### config.mk
export PLATFORM = sky130hd
export DESIGN_NAME = alu_seq
export DESIGN_NICKNAME = d
export VERILOG_FILES = /design/src/rtl/alu_pkg.sv /design/src/rtl/alu_mul_iter.sv /design/src/rtl/alu_seq.sv
export SDC_FILE = /design/constraint.sdc
export NUM_CORES = 1
export LEC_CHECK = 0
export BUFFER_PORTS_ARGS = -buffer_cell sky130_fd_sc_hd__buf_4
export CAP_MARGIN = 20
export CORE_MARGIN = 2
export CORE_UTILIZATION = 40
export CTS_BUF_LIST = sky130_fd_sc_hd__clkbuf_16
export DETAILED_ROUTE_END_ITERATION = 8
export PLACE_DENSITY_LB_ADDON = 0.1
export SLEW_MARGIN = 15
export SYNTH_ARGS = -nofsm -noshare
export SYNTH_HDL_FRONTEND = slang
export SYNTH_HIERARCHICAL = 1
export SYNTH_SLANG_ARGS = --single-unit
### constraint.sdc
create_clock -name clk -period 4.3 [get_ports clk]
set_input_delay 0 -clock clk [delete_from_list [all_inputs] [get_ports clk]]
set_output_delay 0 -clock clk [all_outputs]
set_load 0.02 [all_outputs]
### src/rtl/alu_pkg.sv
`default_nettype none
// ============================================================================
// Module      : alu_pkg
// Description : Shared definitions for the sequential ALU: operation
//               encodings, FSM state encoding and a signed-overflow helper.
// Revision    : 1.0 - initial release
// ============================================================================
package alu_pkg;

    localparam logic [2:0] OP_ADD = 3'b000;
    localparam logic [2:0] OP_SUB = 3'b001;
    localparam logic [2:0] OP_AND = 3'b010;
    localparam logic [2:0] OP_OR  = 3'b011;
    localparam logic [2:0] OP_XOR = 3'b100;
    localparam logic [2:0] OP_SLT = 3'b101;
    localparam logic [2:0] OP_SLL = 3'b110;
    localparam logic [2:0] OP_MUL = 3'b111;

    typedef enum logic [1:0] {
        ST_IDLE = 2'd0,
        ST_MUL  = 2'd1,
        ST_DONE = 2'd2
    } state_t;

    // Two's-complement overflow. For ADD the operand signs must match, for
    // SUB they must differ; in both cases the result sign must differ from a.
    function automatic logic signed_ovf(input logic i_sa, input logic i_sb,
                                        input logic i_sr, input logic i_is_sub);
        signed_ovf = ((i_sa == i_sb) ^ i_is_sub) && (i_sr != i_sa);
    endfunction

endpackage
`default_nettype wire

### src/rtl/alu_mul_iter.sv
`default_nettype none
// ============================================================================
// Module      : alu_mul_iter
// Description : Iterative shift-add unsigned multiplier, one partial product
//               per clock, WIDTH clocks per product.
// Ports       : clk, rst      - clock, asynchronous active-high reset
//               i_start       - load operands and begin (ignored when busy)
//               i_a, i_b      - multiplicand, multiplier
//               o_done        - high in the cycle of the final step
//               o_prod        - accumulator value after the current step;
//                               the full product while o_done is high
// Revision    : 1.0 - initial release
// ============================================================================
module alu_mul_iter #(
    parameter int WIDTH = 8
) (
    input  logic               clk,
    input  logic               rst,
    input  logic               i_start,
    input  logic [WIDTH-1:0]   i_a,
    input  logic [WIDTH-1:0]   i_b,
    output logic               o_done,
    output logic [2*WIDTH-1:0] o_prod
);

    localparam int CW = $clog2(WIDTH) + 1;

    logic [WIDTH-1:0]   r_mcand;
    logic [2*WIDTH-1:0] r_acc;     // {partial product, remaining multiplier bits}
    logic [CW-1:0]      r_cnt;
    logic               r_busy;

    logic [WIDTH:0]     w_sum;
    logic [2*WIDTH-1:0] w_acc_next;

    // Add the multiplicand into the high half when the multiplier LSB is set,
    // then shift the whole accumulator right with the add carry shifted in.
    assign w_sum      = {1'b0, r_acc[2*WIDTH-1:WIDTH]}
                      + (r_acc[0] ? {1'b0, r_mcand} : {(WIDTH+1){1'b0}});
    assign w_acc_next = {w_sum, r_acc[WIDTH-1:1]};

    assign o_done = r_busy && (r_cnt == CW'(1));
    assign o_prod = w_acc_next;

    always_ff @(posedge clk or posedge rst) begin
        if (rst) begin
            r_mcand <= '0;
            r_acc   <= '0;
            r_cnt   <= '0;
            r_busy  <= 1'b0;
        end else if (i_start && !r_busy) begin
            r_mcand <= i_a;
            r_acc   <= {{WIDTH{1'b0}}, i_b};
            r_cnt   <= CW'(WIDTH);
            r_busy  <= 1'b1;
        end else if (r_busy) begin
            r_acc <= w_acc_next;
            r_cnt <= r_cnt - CW'(1);
            if (r_cnt == CW'(1)) begin
                r_busy <= 1'b0;
            end
        end
    end

endmodule
`default_nettype wire

### src/rtl/alu_seq.sv
`default_nettype none
// ============================================================================
// Module      : alu_seq
// Description : Handshaked ALU. Single-cycle ops (ADD/SUB/AND/OR/XOR/SLT/SLL)
//               complete with latency 1; MUL uses an iterative multiplier and
//               completes WIDTH cycles after accept.
// Ports       : clk, rst              - clock, asynchronous active-high reset
//               in_valid/in_ready     - operand handshake (op, a, b)
//               out_valid/out_ready   - result handshake
//               result, result_hi     - result (MUL: low/high product halves)
//               zero, carry, ovf      - flags for the registered result
// Revision    : 1.0 - initial release
// ============================================================================
module alu_seq
    import alu_pkg::*;
#(
    parameter int WIDTH = 8
) (
    input  logic             clk,
    input  logic             rst,
    input  logic             in_valid,
    output logic             in_ready,
    input  logic [2:0]       op,
    input  logic [WIDTH-1:0] a,
    input  logic [WIDTH-1:0] b,
    output logic             out_valid,
    input  logic             out_ready,
    output logic [WIDTH-1:0] result,
    output logic [WIDTH-1:0] result_hi,
    output logic             zero,
    output logic             carry,
    output logic             ovf
);

    localparam int SHW = $clog2(WIDTH);

    state_t             r_state;
    logic               r_out_valid;
    logic [WIDTH-1:0]   r_result;
    logic [WIDTH-1:0]   r_result_hi;
    logic               r_zero;
    logic               r_carry;
    logic               r_ovf;

    logic               w_accept;
    logic               w_mul_start;
    logic               w_mul_done;
    logic [2*WIDTH-1:0] w_prod;
    logic [WIDTH:0]     w_sum;
    logic [WIDTH:0]     w_diff;
    logic [WIDTH-1:0]   w_res;
    logic               w_carry;
    logic               w_ovf;

    assign in_ready    = (r_state == ST_IDLE) || ((r_state == ST_DONE) && out_ready);
    assign w_accept    = in_valid && in_ready;
    assign w_mul_start = w_accept && (op == OP_MUL);

    alu_mul_iter #(
        .WIDTH (WIDTH)
    ) u_mul (
        .clk     (clk),
        .rst     (rst),
        .i_start (w_mul_start),
        .i_a     (a),
        .i_b     (b),
        .o_done  (w_mul_done),
        .o_prod  (w_prod)
    );

    // The extra top bit of the difference is the borrow (a < b unsigned).
    assign w_sum  = {1'b0, a} + {1'b0, b};
    assign w_diff = {1'b0, a} - {1'b0, b};

    always_comb begin
        w_res   = '0;
        w_carry = 1'b0;
        w_ovf   = 1'b0;
        case (op)
            OP_ADD: begin
                w_res   = w_sum[WIDTH-1:0];
                w_carry = w_sum[WIDTH];
                w_ovf   = signed_ovf(a[WIDTH-1], b[WIDTH-1], w_sum[WIDTH-1], 1'b0);
            end
            OP_SUB: begin
                w_res   = w_diff[WIDTH-1:0];
                w_carry = w_diff[WIDTH];
                w_ovf   = signed_ovf(a[WIDTH-1], b[WIDTH-1], w_diff[WIDTH-1], 1'b1);
            end
            OP_AND: w_res = a & b;
            OP_OR:  w_res = a | b;
            OP_XOR: w_res = a ^ b;
            OP_SLT: w_res = {{(WIDTH-1){1'b0}}, ($signed(a) < $signed(b))};
            OP_SLL: w_res = a << b[SHW-1:0];
            default: w_res = '0;   // MUL result comes from the multiplier
        endcase
    end

    always_ff @(posedge clk or posedge rst) begin
        if (rst) begin
            r_state     <= ST_IDLE;
            r_out_valid <= 1'b0;
            r_result    <= '0;
            r_result_hi <= '0;
            r_zero      <= 1'b0;
            r_carry     <= 1'b0;
            r_ovf       <= 1'b0;
        end else if (w_accept) begin
            // Accept is possible from IDLE or from DONE while the consumer
            // takes the current result (back-to-back).
            if (op == OP_MUL) begin
                r_state     <= ST_MUL;
                r_out_valid <= 1'b0;
            end else begin
                r_state     <= ST_DONE;
                r_out_valid <= 1'b1;
                r_result    <= w_res;
                r_result_hi <= '0;
                r_zero      <= (w_res == '0);
                r_carry     <= w_carry;
                r_ovf       <= w_ovf;
            end
        end else if ((r_state == ST_MUL) && w_mul_done) begin
            r_state     <= ST_DONE;
            r_out_valid <= 1'b1;
            r_result    <= w_prod[WIDTH-1:0];
            r_result_hi <= w_prod[2*WIDTH-1:WIDTH];
            r_zero      <= (w_prod[WIDTH-1:0] == '0);
            r_carry     <= 1'b0;
            r_ovf       <= 1'b0;
        end else if ((r_state == ST_DONE) && out_ready) begin
            r_state     <= ST_IDLE;
            r_out_valid <= 1'b0;
        end
    end

    assign out_valid = r_out_valid;
    assign result    = r_result;
    assign result_hi = r_result_hi;
    assign zero      = r_zero;
    assign carry     = r_carry;
    assign ovf       = r_ovf;

endmodule
`default_nettype wire

==> results.cfg <==
[power_and_ir_drop]
ir_worst_vdd_mv = 0.2613
p_clk_frac = 0.228
switching_power_mw = 0.7161
p_leak_nw = 2.204
p_sw_frac = 0.3725
p_int_mw = 1.206
comb_power_share = 0.395
pwr_density_cell_mw_per_mm2 = 416.1
power_mw = 1.922
seqPwrFrac = 0.376

[die]
start_util = 0.4057
row_count = 37
dieHeight_microns = 105.4
dieArea_sq_mm = 0.01111
fp.dieW_microns = 105.4
io_pins = 44
core_sq_mm = 0.01014

[drt]
drt-initial-drc-count = 206
drtPass1Iterations = 4
viasPerCell = 5.523
drc = 0
drt-total-wl_microns = 10370
vias = 3391
final_antenna_net_count = 0
wl_per_cell_microns = 16.89

[clock_tree]
htreeDepth = 2
ctsRootBufferMaster = clkbuf_16
path_clk_slew_ps = 60
cts_tree = built
cts_buffers = 5
ctsResizeCount = 0
post_cts_buffers = 0
clock_latency_ps = 290
cts_sinks = 50
cts_hold_buf = 2
clockBufferDepth = 2

[synthesis]
synth_area_per_cell_sq_um = 9.059
yosys.area.top_type_share = 0.3042
synth_area_leaders = dfrtp_1, ha_1, mux2i_1, nand2_1, o21ai_0
synth_area_leader_cell = dfrtp_1
synthCells = 454
synth_area_sq_mm = 0.004113
synth_edf_count = 0
synth.most_common_cell = dfrtp_1
yosysWarningCount = 6
synth_ff_type = dfrtp_1
yosysUniqueCellTypes = 72
synth_seq_cells = 50
synthArstFlopShare = 1.000
synth_fp_nets = 517
synth_seq_area_share = 0.3042
synthTopCellsByCount = dfrtp_1, nand2_1, ha_1

[cells_and_area]
antenna_cells = 0
fin_util = 0.4556
drive_gt1_frac = 0.1590
fin_area_sq_mm = 0.004619
n_fill_cell = 1007
area.sequential_sq_mm = 0.001251
area_growth_pct = 12.32
fin_nets = 540
multi_input_area_sq_mm = 0.002539
final_cells = 614

[sta]
slew_headroom = 0.4559
hold_viol_final = 1
worst_slack_ps = 1831
hold-worst-slack_ps = -0.3673
max_clock_freq_mhz = 405.0
fin_crit_ps = 2469
post-route-period-util = 0.5742
tns_ps = 0
slew_violations = 0
setup_viol = 0
worstMarginPinSlew_ps = 815.3
rsz0062_at_grt = false
fin_skew_ps = 4.156

[placement]
place_hpwl_microns = 8056
place.gp.congestion = 0.9222
port_buffers = 43
pre_cts_ws_ps = 1835
dp.cells = 604
dpl-instance-area_sq_mm = 0.004429

[global_route]
grt_pass1_vias = 3231
grt_pass1_wl_microns = 17060
overflow = 0
globalRouteTotalUtil = 0.1933
antenna_found_initial = 0
grt_max_degree = 42

[critical_path]
crit_start = u_mul/r_acc[0]
r2r-start = u_mul/r_acc[0]
cp_max_fo = 9
cp.arrival_ps = 2650
crit_path_end_kind = flip-flop
critPathLaunchType = flip-flop
crit_type = reg2reg
cp.required_ps = 4480

[run_status]
status = complete, but fails checks
violations = hold timing

[min_path]
hp-class = in2reg
worstHoldStart = a[6]

[job]
maxCapViolCount = 0
[state kept, by name, summed over array words and instances (netlist names)]
name / cells
u_mul/r_cnt: 4
u_mul/r_mcand: 8
ovf: 1
carry: 1
result_hi: 8
u_mul/r_busy: 1
result: 8
zero: 1
r_state: 2
u_mul/r_acc: 16
[critical path, cell delays in order (launching register included)]
cell     delay [ps]
dfrtp_1         440
and2_1          190
ha_1            220
fa_1            410
a21o_1          200
and4_1          200
or3_1           320
and2_1          160
a22o_1          190
[layout make-up]
class | count | area share
inverters | 33 | 0.02681
well taps | 136 | 0.03684
clock buffers | 5 | 0.02709
repair buffers | 49 | 0.08072
multi-input cells | 338 | 0.5496
flip-flops and latches | 50 | 0.2709
clock inverters | 3 | 0.008126
[cell usage in the layout, fill, tap and decap left out, types with 3 or more instances in the layout]
cell       count
dfrtp_1       50
buf_4         47
nand2_1       43
ha_1          37
inv_1         34
o21ai_0       25
mux2i_1       19
a21oi_1       18
nor2_1        17
a21o_1        12
and2_1        10
xnor2_1       10
nor2b_1        9
a211oi_1       9
a22o_1         9
nor3_1         8
mux2_2         8
nand2b_1       6
nor3b_1        6
o21ai_1        5
nor4_1         5
o22ai_1        5
a31oi_1        5
clkbuf_16      5
nand3_1        4
xor2_1         4
a22oi_1        4
or3_1          4
nand4_1        3
o211a_1        3
o22a_1         3
fa_1           3
[worst paths after layout]
kind                                     to  slack [ps]  cells after the start
max                            result_hi[5]        1830                      8
min                        u_mul/r_mcand[6]        -0.4                      2
max reg2reg                    result_hi[5]        1830                      8
min reg2reg                           carry         480                      2
max in group asynchronous               ovf        3350                      3
min in group asynchronous    u_mul/r_cnt[3]         350                      4
[per-layer routing]
metal,share of wire,routed length [microns],global-route usage,vias to the layer above
li1,-,-,-,1673
met1,0.49,5132,0.2789,1629
met2,0.45,4709,0.2972,80
met3,0.035,360,0.02659,9
met4,0.016,170,0.06381,0
met5,0,0,0,-
[power groups by stage]
stage	registers (mW)	clock network [mW]	logic, mW
2_1_floorplan	0.746	0	0.548
3_3_place_gp	0.727	0	0.752
3_5_place_dp	0.731	0	0.757
4_1_cts	0.723	0.451	0.764
5_1_grt	0.745	0.467	0.850
6_report	0.723	0.439	0.760
[kinds of logic (layout without fill, tap and decap cells)]
family	count (synthesis)	in the layout	synth area share
buf+inv	66	90	0.08123
mux	27	27	0.06815
simple gates	123	123	0.1527
xor+xnor	14	14	0.02981
fa+ha+maj	40	40	0.1272
compound gates	134	134	0.2367
flops	50	50	0.3042
No activity file was read; power rests on OpenSTA's default activity.
